$ cat config.mk
export PLATFORM = sky130hd
export DESIGN_NAME = uart_tx_fifo_flat
export DESIGN_NICKNAME = d
export VERILOG_FILES = /design/src/rtl/uart_tx_fifo_if.sv /design/src/rtl/uart_tx_fifo.sv /design/src/flat_wrapper.sv
export SDC_FILE = /design/constraint.sdc
export NUM_CORES = 1
export LEC_CHECK = 0
export CORE_ASPECT_RATIO = 1.75
export CORE_MARGIN = 5
export CORE_UTILIZATION = 50
export CTS_CLUSTER_DIAMETER = 60
export DETAILED_ROUTE_END_ITERATION = 10
export DONT_BUFFER_PORTS = 1
export PLACE_DENSITY = 0.67
export SYNTH_ARGS = -nofsm -noshare
export SYNTH_HDL_FRONTEND = slang
export SYNTH_SLANG_ARGS = --single-unit
$ cat constraint.sdc
create_clock -name clk -period 4.9 [get_ports clk]
set_input_delay 0.98 -clock clk [delete_from_list [all_inputs] [get_ports clk]]
set_output_delay 0.98 -clock clk [all_outputs]
set_load 0.01 [all_outputs]
$ cat src/rtl/uart_tx_fifo_if.sv
// uart_tx_fifo_if: byte input handshake, divider config and serial/status outputs of the UART transmitter
interface uart_tx_fifo_if #(parameter int FIFO_AW = 4);
  logic [15:0]      cfg_divider;
  logic [7:0]       in_data;
  logic             in_valid;
  logic             in_ready;
  logic             ser_tx;
  logic             busy;
  logic [FIFO_AW:0] fifo_count;
  modport master (output cfg_divider, in_data, in_valid, input in_ready, ser_tx, busy, fifo_count);
  modport slave  (input cfg_divider, in_data, in_valid, output in_ready, ser_tx, busy, fifo_count);
endinterface

$ cat src/rtl/uart_tx_fifo.sv
// uart_tx_fifo: 8N1 UART transmitter fed by a circular byte FIFO, back-to-back frames without idle gap
module uart_tx_fifo #(parameter int FIFO_AW = 4) (
  input logic clk,
  input logic reset,
  uart_tx_fifo_if.slave bus
);
  typedef enum logic [1:0] {IDLE, START, DATA, STOP} state_t;
  state_t           state_q, state_d;
  logic [FIFO_AW:0] wptr_q, wptr_d, rptr_q, rptr_d;
  logic [7:0]       mem_q [2**FIFO_AW];
  logic [7:0]       shreg_q, shreg_d;
  logic [15:0]      div_q, div_d, cnt_q, cnt_d, div_new;
  logic [2:0]       bit_q, bit_d;
  logic             ser_q, busy_q;
  logic             full, empty, push, pop, tick;
  assign empty   = wptr_q == rptr_q;
  assign full    = (wptr_q[FIFO_AW] != rptr_q[FIFO_AW]) && (wptr_q[FIFO_AW-1:0] == rptr_q[FIFO_AW-1:0]);
  assign push    = bus.in_valid & ~full;
  assign tick    = cnt_q == 16'd0;
  assign div_new = bus.cfg_divider < 16'd2 ? 16'd2 : bus.cfg_divider;
  assign pop     = ~empty && (state_q == IDLE || (state_q == STOP && tick));
  assign bus.in_ready   = ~full;
  assign bus.ser_tx     = ser_q;
  assign bus.busy       = busy_q;
  assign bus.fifo_count = wptr_q - rptr_q;
  // Next-state: bit timing, shifting, and popping a new frame from IDLE or the last STOP cycle
  always_comb begin
    state_d = state_q;
    shreg_d = shreg_q;
    div_d   = div_q;
    bit_d   = bit_q;
    cnt_d   = tick ? div_q - 16'd1 : cnt_q - 16'd1;
    case (state_q)
      IDLE:  cnt_d = cnt_q;
      START: if (tick) begin
        state_d = DATA;
        bit_d   = 3'd0;
      end
      DATA:  if (tick) begin
        shreg_d = shreg_q >> 1;
        bit_d   = bit_q + 3'd1;
        state_d = bit_q == 3'd7 ? STOP : DATA;
      end
      default: if (tick) state_d = IDLE;
    endcase
    if (pop) begin
      state_d = START;
      shreg_d = mem_q[rptr_q[FIFO_AW-1:0]];
      div_d   = div_new;
      cnt_d   = div_new - 16'd1;
    end
    wptr_d = wptr_q + {{FIFO_AW{1'b0}}, push};
    rptr_d = rptr_q + {{FIFO_AW{1'b0}}, pop};
  end
  // State registers; the line is registered from the current state, so it trails the FSM by one clock
  always_ff @(posedge clk) begin
    if (reset) begin
      state_q <= IDLE;
      wptr_q  <= '0;
      rptr_q  <= '0;
      shreg_q <= '0;
      div_q   <= 16'd2;
      cnt_q   <= '0;
      bit_q   <= '0;
      ser_q   <= 1'b1;
      busy_q  <= 1'b0;
    end else begin
      state_q <= state_d;
      wptr_q  <= wptr_d;
      rptr_q  <= rptr_d;
      shreg_q <= shreg_d;
      div_q   <= div_d;
      cnt_q   <= cnt_d;
      bit_q   <= bit_d;
      ser_q   <= state_q == START ? 1'b0 : state_q == DATA ? shreg_q[0] : 1'b1;
      busy_q  <= (state_d != IDLE) || (wptr_d != rptr_d);
    end
  end
  // FIFO storage; contents need no reset because the pointers gate every read
  always_ff @(posedge clk) begin
    if (push) mem_q[wptr_q[FIFO_AW-1:0]] <= bus.in_data;
  end
endmodule

$ cat src/flat_wrapper.sv
// flat-port wrapper written by rule: the top's interface ports become plain ports
module uart_tx_fifo_flat 
#(parameter int FIFO_AW = 4)
  (clk, reset, bus_cfg_divider, bus_in_data, bus_in_valid, bus_in_ready, bus_ser_tx, bus_busy, bus_fifo_count);
  uart_tx_fifo_if #(.FIFO_AW(FIFO_AW)) bus_i ();
  input logic clk;
  input logic reset;
  input wire logic [$bits(bus_i.cfg_divider)-1:0] bus_cfg_divider;
  input wire logic [$bits(bus_i.in_data)-1:0] bus_in_data;
  input wire logic [$bits(bus_i.in_valid)-1:0] bus_in_valid;
  output wire logic [$bits(bus_i.in_ready)-1:0] bus_in_ready;
  output wire logic [$bits(bus_i.ser_tx)-1:0] bus_ser_tx;
  output wire logic [$bits(bus_i.busy)-1:0] bus_busy;
  output wire logic [$bits(bus_i.fifo_count)-1:0] bus_fifo_count;
  assign bus_i.cfg_divider = bus_cfg_divider;
  assign bus_i.in_data = bus_in_data;
  assign bus_i.in_valid = bus_in_valid;
  assign bus_in_ready = bus_i.in_ready;
  assign bus_ser_tx = bus_i.ser_tx;
  assign bus_busy = bus_i.busy;
  assign bus_fifo_count = bus_i.fifo_count;
  uart_tx_fifo #(.FIFO_AW(FIFO_AW)) u_core (.clk(clk), .reset(reset), .bus(bus_i));
endmodule
# [Word level (Yosys, flattened, before mapping)]
# Memory sizes are Yosys's and may differ from the RTL's. A register that Yosys moved wholly into a read port is not among the register bits.
# Index checks and enable logic that the tools add are counted.
# Widths: inputs -> output; s select.
[op_classes] n_addsub=7 mul=0 div=0 n_lt_le_gt_ge=1 n_eq_ne=11 n_shift=0 mux=21 bitwise=3 n_reduce_logical=13
[ops] operator="$mux 16" count=4
[ops] operator="$sub 16x1->16 const B" count=3
[ops] operator="$mux 8" count=3
[ops] operator="$logic_not 16->1" count=1
[ops] operator="$lt 16x2->1 const B" count=1
[ops] operator="$add 5x1->5" count=2
[ops] operator="$mux 2" count=4
[ops] operator="$reduce_bool 2->1" count=4
[ops] operator="$mux 3" count=2
[ops] operator="$ne 2x1->1 const B" count=3
[ops] operator="$pmux 2 s3" count=1
[ops] operator="$pmux 3 s2" count=1
[ops] operator="$eq 5x5->1" count=1
[ops] operator="$mux 1" count=5
[ops] operator="$ne 5x5->1" count=1
[ops] operator="$sub 5x5->5" count=1
[ops] operator="$eq 2x2->1 const B" count=2
[ops] operator="$eq 4x4->1" count=1
[ops] operator="$mux 4" count=1
[ops] operator="$add 3x1->3 const B" count=1
[ops] operator="$eq 3x3->1 const B" count=1
[ops] operator="$logic_and 1x1->1" count=3
[ops] operator="$reduce_and 3->1" count=1
[ops] operator="$eq 2x1->1 const B" count=1
[ops] operator="other kinds (6)" count=8
[word_totals] reg_bits=57 latch_bits=0 mem_bits_rw=128 mem_bits_ro=0 in_bits=27 n_memories=1
[mem_list] name="u_core.mem_q" depth=16 width=8 read_ports=1 rd_ports_with_merged_regs=1 wr=1 line="uart_tx_fifo.sv:10" text="logic [7:0] mem_q [2**FIFO_AW];"

# [Logic depth before layout (Yosys ltp)]
# Gate-level depths: netlist of run 1.
[logic_depth] word_depth=7 mapped_depth=19

# [Worst setup path before layout of run 1]
# No wires, ideal clock.
[synth_timing] path_type="register to register" from="reg u_core.rptr_q[1]" to="reg u_core.cnt_q[12]" setup_ns=0.091 arrival_ns=3.781 required_time_ns=4.809 path_slack_ns=1.028 stages_incl_launch_ff=19 cell_sequence="dfxtp_1 -> clkbuf_1 -> clkbuf_1 -> inv_1 -> ha_1 -> nand4_1 -> nor2_1 -> o31a_1 -> buf_6 -> inv_2 -> buf_2 -> buf_2 -> buf_2 -> a211o_1 -> o21ai_0 -> ha_1 -> nand4_2 -> or3_1 -> a311oi_1"
[synth_between] elab_chain_cells=4 word_cells_on_any_way=5
[synth_lines] element="from (decl)" line="uart_tx_fifo.sv:9" text="logic [FIFO_AW:0] wptr_q, wptr_d, rptr_q, rptr_d;"
[synth_lines] element="from (signal assigned)" line="uart_tx_fifo.sv:70" text="rptr_q <= rptr_d;"
[synth_lines] element="$eq 5x5->1 *" line="uart_tx_fifo.sv:16" text="assign empty = wptr_q == rptr_q;"
[synth_lines] element="$not 1->1 *" line="uart_tx_fifo.sv:21" text="assign pop = ~empty && (state_q == IDLE || (state_q == STOP && tick));"
[synth_lines] element="$logic_and 1x1->1 *" line="uart_tx_fifo.sv:21"
[synth_lines] element="$ne 2x1->1 (no line) / $mux 16 (equally long branches)"
[synth_lines] element="to (signal assigned)" line="uart_tx_fifo.sv:73" text="cnt_q <= cnt_d;"
[synth_lines] element="to (decl)" line="uart_tx_fifo.sv:12" text="logic [15:0] div_q, div_d, cnt_q, cnt_d, div_new;"
# Mark *: on every way between the ends. The rest lies on a longest branch, timed or not.
# A chain may end at the register's enable or synchronous reset.

# [Final worst setup path of run 1]
[layout_timing] from="reg u_core.rptr_q[3]" to="reg u_core.cnt_q[14]"
# The elaborated chain is that of the path after synthesis.

==> flow_summary.yaml, run 1 <==
status:
  outcome: "completed"
route:
  wl_per_cell_um: 21.51
  drtIter0Drc: 386
  via_per_inst: 6.220
  finalWirelength_um: 17020
  ant_nets: 0
  dr_total_vias: 4920
  drc_errors: 0
  dr.pass1.iters: 8
grt:
  grt_max_degree: 58
  grt_pass1_vias: 5196
  antenna_found_initial: 0
  grt_pass1_wl_um: 27270
  grt-ovfl-total: 0
  grtUsageTotal_pct: 18.93
final_layout:
  area_delta_synth_final_pct: 8.627
  drive_gt1_share_pct: 15.28
  num_antenna_cells: 0
  fin_nets: 633
  final_cell_area_um2: 8807
  nFillCells: 1288
cts:
  hold_buffers: 0
  path_clk_slew_ns: 0.07
  cts.sinks: 185
  cts_buffer_depth: 2
  cts_max_level: 4
  post_cts_buffers: 0
  ctsRootBufferMaster: "clkbuf_16"
  cts_buffers: 17
  cts-resized-gates: 0
  clk_latency_ns: 0.43
  cts_tree: "yes"
timing:
  rsz0062_at_grt: "no"
  setup_viol: 0
  hold_viol_final: 0
  fmax_ghz: 0.2641
  tns_ns: 0
  fin_crit_sh_pct: 77.26
  final-max-slew-violation-count: 0
  fin_crit_ns: 3.786
  skew_ns: 0.005270
  worst_pin_slew_ns: 1.044
  relSlewSlack_pct: 30.24
logic_synthesis:
  synth_edf_count: 128
  ys.flop_type: "edfxtp_1"
  yosysWarningCount: 0
  syn_area_per_cell_um2: 13.67
  synth_top_area_share_pct: 47.41
  ys_seq_area_share_pct: 61.48
  ys_types: 54
  synth_cells: 593
  synth.largest_area_cell: "edfxtp_1"
  synth_area_leaders: "edfxtp_1 47%, dfxtp_1 14%, mux4_2 11%, ha_1 2.5%, nand2_1 2.4%"
  synth_nets: 637
  async_flop_share_pct: 0
  synth_seq_cells: 185
  synth_area_um2: 8108
critical_path:
  path_buf_inv: 2
  crit_type: "register to register"
  timing.critical_path.mode_cell: "ha_1"
  required_ns: 5.24
  rr_worst_depth: 12
  crit_chain: "inv_1 > ha_1 > nand4_1 > nor2_1 > o31a_2 > inv_2 > nand2_1 > o21ai_0 > ha_1 > nand4_2 > or3_1 > a311oi_1"
  r2r-end: "u_core.cnt_q[14]"
  critical_path.top_delay_family: "simple AND/OR/NAND/NOR gates"
  critPathCaptureType: "register"
  cp.arrival_ns: 4.12
  r2r_start: "u_core.rptr_q[3]"
  setup.worst_path.start_class: "register"
  worst_path_largest_cell_delay_ns: 0.60
  slowest_stage: "dfxtp_1"
  r2r_slack_ns: 1.11
  critical_path_peak_fanout: 35
power:
  sw_frac_of_total_pct: 34.18
  switchingPower_w: 0.001611
  fin_total_pwr_w: 0.004714
  internal_power_w: 0.003103
  ir_drop_mv: 0.3005
  p_per_area_nw_per_um2: 535.2
  clkPwrFrac_pct: 26.3
  comb_power_share_pct: 32.0
  power_frac_seq_pct: 41.7
  p_leak_nw: 2.902
placed_design:
  gp_congestion: 0.8956
  place_area_um2: 8279
  dp_hpwl_um: 11910
  port_buffers: 0
die:
  die_x_um: 106.3
  die_area_um2: 18960
  start_util_pct: 50.83
  die-height_um: 178.5
  io_pins: 35
  core_um2: 15950
  rows: 61
hold_path:
  hp-class: "register to register"
  worst_hold_path.endpoint: "u_core.bit_q[1]"
  holdPathStages: 2
  hold_start: "u_core.bit_q[1]"
flow_run:
  maxCapViolations: 0
routing by layer:
| layer | global-route usage (%) | vias up | share of wire (%) |
|---|---|---|---|
| met1 | 20.17 | 2468 | 36 |
| met5 | 0 | - | 0 |
| li1 | - | 2277 | - |
| met4 | 7.942 | 0 | 2.8 |
| met3 | 3.586 | 38 | 4.1 |
| met2 | 36.01 | 137 | 57 |
through the flow:
| stage | utilization, % | hold WS, ns | setup WS, ns | instances |
|---|---|---|---|---|
| final | 55.21 | 0.4559 | 1.114 | 791 |
| after global routing | 55.21 | 0.4755 | 0.8280 | 791 |
| after CTS | 55.21 | 0.4564 | 1.113 | 791 |
| after detailed placement | 51.90 | 0.4468 | 1.127 | 759 |
| after global placement | 51.90 | 0.4387 | 1.263 | 759 |
| after floorplan | - | 0.4356 | 1.028 | 593 |
tightest hold or removal path: stages (launching register included):
cell and delay [ns]:
dfxtp_1 0.31, nand2_1 0.05, a21oi_1 0.05
cell type report:
type	count	area, um^2	area share, %
multi-input cells	362	2940	33.39
clock buffers	19	432.9	4.915
clock inverters	13	95.09	1.080
inverters	15	56.30	0.6393
flip-flops and latches	185	4986	56.61
repair buffers	8	60.06	0.6819
well taps	189	236.5	2.685
sequential cells by signal (all words and copies together), names as in the netlist:
signal,cells
u_core.wptr_q,5
u_core.state_q,2
u_core.mem_q,128
u_core.cnt_q,16
u_core.bus.ser_tx,1
u_core.shreg_q,8
u_core.rptr_q,5
u_core.bit_q,3
u_core.bus.busy,1
u_core.div_q,16
cells in the mapped netlist, types with 15 or more instances:
cell      count
edfxtp_1    128
dfxtp_1      57
nand2_1      51
nor2_1       50
mux4_2       40
a21oi_1      33
clkbuf_1     21
nand3_1      19
nor3_1       18
xor2_1       17
ha_1         16
o21ai_0      15
power by group through the flow:
stage | Combinational [W] | Clock (W) | Sequential (W)
global route | 0.00166 | 0.00133 | 0.00198
finish | 0.00151 | 0.00124 | 0.00197
floorplan | 0.00122 | 0 | 0.00196
CTS | 0.00151 | 0.00126 | 0.00196
global placement | 0.00148 | 0 | 0.00199
detailed placement | 0.00151 | 0 | 0.00200
worst max-delay path by stage:
stage                             to             start  depth (start not counted)
floorplan           u_core.cnt_q[12]  u_core.rptr_q[1]                         18
global placement    u_core.cnt_q[12]  u_core.rptr_q[3]                         12
detailed placement  u_core.cnt_q[15]  u_core.rptr_q[3]                         10
CTS                 u_core.cnt_q[15]  u_core.rptr_q[3]                         10
global route        u_core.cnt_q[15]  u_core.rptr_q[3]                         10
finish              u_core.cnt_q[14]  u_core.rptr_q[3]                         12
kinds of logic (layout without fill, tap and decap cells):
kind of cell               after synthesis  after routing  synth area share, %
muxes                                   49             49                12.45
AOI/OAI and AO/OA                       98             98                7.917
adders and majority gates               17             17                2.716
buffers and inverters                   46             55                2.269
xor gates and xnor gates                25             25                2.701
DFF                                    185            185                61.48
and+or+nand+nor                        173            173                10.46
cell usage in the layout (no fill, tap or decap), types with 3 or more instances in the layout:
| master | instances |
|---|---|
| o2111ai_1 | 3 |
| o22ai_1 | 3 |
| xnor2_1 | 8 |
| edfxtp_1 | 128 |
| a21oi_1 | 33 |
| ha_1 | 16 |
| a311oi_1 | 13 |
| a211oi_1 | 10 |
| or3_1 | 5 |
| dfxtp_1 | 56 |
| nand2_1 | 51 |
| nand3_1 | 19 |
| clkinv_4 | 3 |
| inv_6 | 5 |
| nand2b_1 | 5 |
| nor3_1 | 18 |
| o21ai_0 | 15 |
| inv_1 | 13 |
| o211ai_1 | 3 |
| nor4_1 | 3 |
| mux2i_1 | 5 |
| o31ai_1 | 3 |
| nor2_1 | 50 |
| mux4_2 | 40 |
| clkbuf_16 | 17 |
| nand4_1 | 6 |
| xor2_1 | 17 |
| buf_4 | 8 |
| nor2b_1 | 5 |
No activity file was read; power rests on OpenSTA's default activity.
==> run 2: changes to the inputs <==
==> constraint.sdc (replaced) <==
create_clock -name clk -period 3.8 [get_ports clk]
set_input_delay 0.76 -clock clk [delete_from_list [all_inputs] [get_ports clk]]
set_output_delay 0.76 -clock clk [all_outputs]
set_load 0.01 [all_outputs]
==> flow_summary.yaml, run 2 (same netlist as run 1, synthesis figures left out) <==
cts:
  path_clk_slew_ns: 0.08
  hold_buffers: 0
  post_cts_buffers: 0
  clk_latency_ns: 0.42
  ctsRootBufferMaster: "clkbuf_16"
  cts_max_level: 4
  cts_buffers: 17
  cts_buffer_depth: 2
  cts.sinks: 185
  cts-resized-gates: 0
  cts_tree: "yes"
final_layout:
  largest_reg_flops: 128
  mostFrequentLayoutCell: "edfxtp_1"
  num_antenna_cells: 0
  fin_nets: 646
  nFillCells: 1288
  mostFrequentLayoutCells: "128 x edfxtp_1, 56 x dfxtp_1, 51 x nand2_1, 50 x nor2_1, 40 x mux4_2"
  fin_cells: 804
  area_delta_synth_final_pct: 10.49
  final_cell_area_um2: 8959
  drive_gt1_share_pct: 17.72
critical_path:
  setup.worst_path.start_class: "register"
  timing.critical_path.mode_cell: "buf_4"
  rr_worst_depth: 11
  cp.arrival_ns: 3.72
  critPathCaptureType: "register"
  required_ns: 4.14
  slowest_stage: "mux2i_1"
  worst_path_largest_cell_delay_ns: 0.46
  crit_chain: "inv_2 > ha_1 > nand4_1 > nor2_1 > o31a_2 > buf_4 > buf_4 > mux2i_1 > nand3_1 > xor2_1 > a211oi_1"
  critical_path_peak_fanout: 31
  r2r_slack_ns: 0.42
  r2r_start: "u_core.rptr_q[2]"
  crit_type: "register to register"
  cp-startpoint: "u_core.rptr_q[2]"
power:
  ir_drop_mv: 0.3143
  p_leak_nw: 2.998
  p_per_area_nw_per_um2: 699.8
hold_path:
  hp-class: "primary input to register"
  holdPathStages: 1
  hold_start: "reset"
die:
  die-height_um: 178.5
  io_pins: 35
  start_util_pct: 50.83
  die_area_um2: 18960
  core_um2: 15950
  die_x_um: 106.3
  rows: 61
placed_design:
  gp_congestion: 0.9373
  place_inst: 772
  dp_hpwl_um: 12220
  place_area_um2: 8377
  port_buffers: 0
timing:
  hold_viol_final: 0
  rsz0062_at_grt: "no"
  skew_ns: 0.01609
  worst_pin_slew_ns: 1.061
  tns_ns: 0
  relSlewSlack_pct: 29.09
  fin_crit_sh_pct: 88.95
  fin_crit_ns: 3.380
  fmax_ghz: 0.2959
  final-max-slew-violation-count: 0
  setup_viol: 0
route:
  via_per_inst: 6.169
  drc_errors: 0
  wl_per_cell_um: 21.75
  dr_total_vias: 4960
  dr.pass1.iters: 5
  drtIter0Drc: 384
  finalWirelength_um: 17490
  ant_nets: 0
flow_run:
  maxCapViolations: 0
grt:
  grt_pass1_vias: 5240
  grtUsageTotal_pct: 19.54
  grt_max_degree: 58
  grt_pass1_wl_um: 28210
  grt-ovfl-total: 0
  antenna_found_initial: 0
status:
  outcome: "completed"
[run 2: changes by cell type in the layout (fill, tap and decap cells not counted), sizes merged]
cell    previous run  this run
buf                8        21
clkinv             7         5
clkbuf            19        18
inv               20        23
[run 2: through the flow]
step | worst slack, ns | util [%] | total power [W] | hold slack, ns
5_1_grt | 0.1683 | 56.16 | 0.006615 | 0.3903
6_report | 0.4200 | 56.16 | 0.006269 | 0.4092
4_1_cts | 0.4425 | 56.16 | 0.006311 | 0.3844
2_1_floorplan | 0.04456 | - | 0.004093 | 0.4356
3_5_place_dp | 0.4784 | 52.51 | 0.004573 | 0.4510
3_3_place_gp | 0.5302 | 52.51 | 0.004526 | 0.4369
[run 2: path summary, 6_finish.rpt]
kind                            to
hold / removal    u_core.div_q[12]
setup / recovery   u_core.cnt_q[4]
setup reg to reg   u_core.cnt_q[4]
hold reg to reg   u_core.div_q[15]
[run 2: layout make-up]
class	instances	area (um^2)	share of cell area, %
well taps	189	236.5	2.640
multi-input cells	362	2940	32.82
clock inverters	14	142.6	1.592
inverters	15	56.30	0.6285
repair buffers	21	157.7	1.760
flip-flops and latches	185	4986	55.66
clock buffers	18	439.2	4.902
[run 2: report_power, final]
part | total (W) | leakage (nW) | switching [W] | internal [W]
Combinational | 0.00201 | 1.09 | 0.00116 | 0.000849
Sequential | 0.00254 | 1.63 | 0.000183 | 0.00235
Clock | 0.00173 | 0.287 | 0.000831 | 0.000896
Total | 0.00627 | 3.00 | 0.00217 | 0.00410
[run 2: critical path, delay by kind of cell (launching register included)]
family          cells  cell delay [ns]
xor+xnor            1             0.19
fa+ha+maj           1             0.41
buf+inv             3             0.77
mux                 1             0.46
simple gates        3             0.62
compound gates      2             0.44
flops               1             0.40
[run 2: layer usage]
layer  track usage (%)  part of all wire (%)  up-vias
met3             3.477                   4.1       42
met5                 0                     0        -
met4             9.238                   3.2        0
li1                  -                     -     2294
met1             21.31                    35     2473
met2             36.30                    57      151
==> run 3: changes to the inputs <==
==> constraint.sdc (replaced) <==
create_clock -name clk -period 3.5 [get_ports clk]
set_input_delay 0.7 -clock clk [delete_from_list [all_inputs] [get_ports clk]]
set_output_delay 0.7 -clock clk [all_outputs]
set_load 0.01 [all_outputs]
==> flow_summary.yaml, run 3 (same netlist as run 1, synthesis figures left out) <==
cts:
  ctsRootBufferMaster: "clkbuf_16"
  cts_buffer_depth: 2
  path_clk_slew_ns: 0.07
  cts_max_level: 4
  cts_tree: "yes"
  clk_latency_ns: 0.44
  cts.sinks: 185
  hold_buffers: 0
  cts_buffers: 17
placed_design:
  dp_hpwl_um: 12400
  place_inst: 773
  dpl_worst_slack_ns: 0.1925
  port_buffers: 0
  gp_congestion: 0.8861
final_layout:
  mostFrequentLayoutCells: "128 x edfxtp_1, 55 x dfxtp_1, 51 x nand2_1, 49 x nor2_1, 40 x mux4_2"
  mostFrequentLayoutCell: "edfxtp_1"
  area_delta_synth_final_pct: 10.79
  fin_cells: 805
  drive_gt1_share_pct: 18.18
  fin_nets: 647
  num_antenna_cells: 0
  largest_reg_flops: 128
  final_util_pct: 56.31
grt:
  grt-ovfl-total: 0
  grt_max_degree: 58
  grtUsageMet1_pct: 20.18
  antenna_found_initial: 0
  grt_pass1_vias: 5199
  grt-busiest-layer: "met2"
  grt_pass1_wl_um: 27700
  grtUsageMet2_pct: 36.11
  grtUsageMet3_pct: 3.839
  grtUsageTotal_pct: 19.36
timing:
  worst_slack_ns: 0.2815
  relSlewSlack_pct: 41.72
  fin_crit_sh_pct: 91.96
  hold_viol_final: 0
  worst_pin_slew_ns: 0.8709
  rsz0062_at_grt: "no"
  final-max-slew-violation-count: 0
  fmax_ghz: 0.3107
  setup_viol: 0
  tns_ns: 0
  skew_ns: 0.02016
  fin_crit_ns: 3.218
die:
  io_pins: 35
  core_um2: 15950
  rows: 61
  die-height_um: 178.5
  die_area_um2: 18960
  start_util_pct: 50.83
  die_x_um: 106.3
critical_path:
  r2r-end: "u_core.cnt_q[12]"
  required_ns: 3.82
  r2r_slack_ns: 0.28
  r2r_start: "u_core.wptr_q[0]"
  cp.arrival_ns: 3.54
  crit_type: "register to register"
  crit_chain: "inv_1 > ha_1 > nand4_1 > nor2_2 > o31a_2 > inv_4 > nand2_1 > o21ai_0 > ha_2 > nand4_2 > or3_1 > a311oi_1"
  endpoint: "u_core.cnt_q[12]"
  cp-startpoint: "u_core.wptr_q[0]"
  setup.worst_path.start_class: "register"
  worst_path_largest_cell_delay_ns: 0.47
  slowest_stage: "dfxtp_1"
  rr_worst_depth: 12
  critPathCaptureType: "register"
  critical_path_peak_fanout: 19
route:
  wl_per_cell_um: 21.19
  finalWirelength_um: 17060
  dr_total_vias: 4944
  drtIter0Drc: 328
  dr.pass1.iters: 5
  via_per_inst: 6.142
  ant_nets: 0
  drc_errors: 0
power:
  p_leak_nw: 2.995
  p_per_area_nw_per_um2: 759.6
  ir_drop_mv: 0.5015
hold_path:
  hp-class: "primary input to register"
flow_run:
  maxCapViolations: 0
status:
  outcome: "completed"
==> run 3: cell count changes in the layout (fill, tap and decap cells not counted), sizes merged <==
cell      delta
buf          +1
bufinv       +1
clkbuf       -1
clkinv       +2
clkinvlp     +1
inv          -3
==> run 3: worst min path at each step <==
stage	slack, ns	from	depth (start not counted)	endpoint
after floorplan	0.44	u_core.bit_q[1]	2	u_core.bit_q[1]
after global placement	0.44	u_core.bit_q[2]	2	u_core.bit_q[2]
after detailed placement	0.45	u_core.bit_q[1]	2	u_core.bit_q[1]
after CTS	0.32	reset	1	u_core.div_q[13]
after global routing	0.33	reset	1	u_core.div_q[13]
final	0.35	reset	1	u_core.div_q[13]
==> run 3: what timing repair did <==
action | 4_1_cts | 5_1_grt
endpoints found under the setup margin | 0 | 1
resized for setup | 0 | 2
endpoints found under the hold margin | 0 | 0
buffers inserted | 0 | 0
==> run 3: stage by stage <==
step	total power [W]	hold slack [ns]	area (um^2)
floorplan	0.004463	0.4356	8135
global placement	0.004937	0.4368	8391
detailed placement	0.004983	0.4476	8391
CTS	0.006873	0.3226	8980
global route	0.007214	0.3285	8982
finish	0.006823	0.3532	8982
==> run 3: per-layer routing <==
layer	vias up	share of wire, %
li1	2308	-
met1	2466	36
met2	128	57
met3	42	3.8
met4	0	3.6
met5	-	0
==> run 3: cell type report <==
type / count / area [um^2]
clock buffers: 17 / 425.4
clock inverters: 15 / 163.9
fillers: 1262 / 6969
inverters: 15 / 58.81
multi-input cells: 362 / 2945
flip-flops and latches: 185 / 4987
well taps: 189 / 236.5
repair buffers: 22 / 165.2
==> run 3: power by group <==
part	internal [W]	total [W]	switching, W
sequential	0.00256	0.00275	0.000194
combinational	0.000936	0.00219	0.00125
clock	0.00101	0.00188	0.000875
==> run 3: worst max-delay path: cells and delay by family (launching register included) <==
family	cells	cell delay, ns
buffers and inverters	2	0.30
adder cells (fa/ha/maj)	2	0.60
flip-flops	1	0.47
AND/OR/NAND/NOR	5	0.89
AO/OA/AOI/OAI	3	0.84
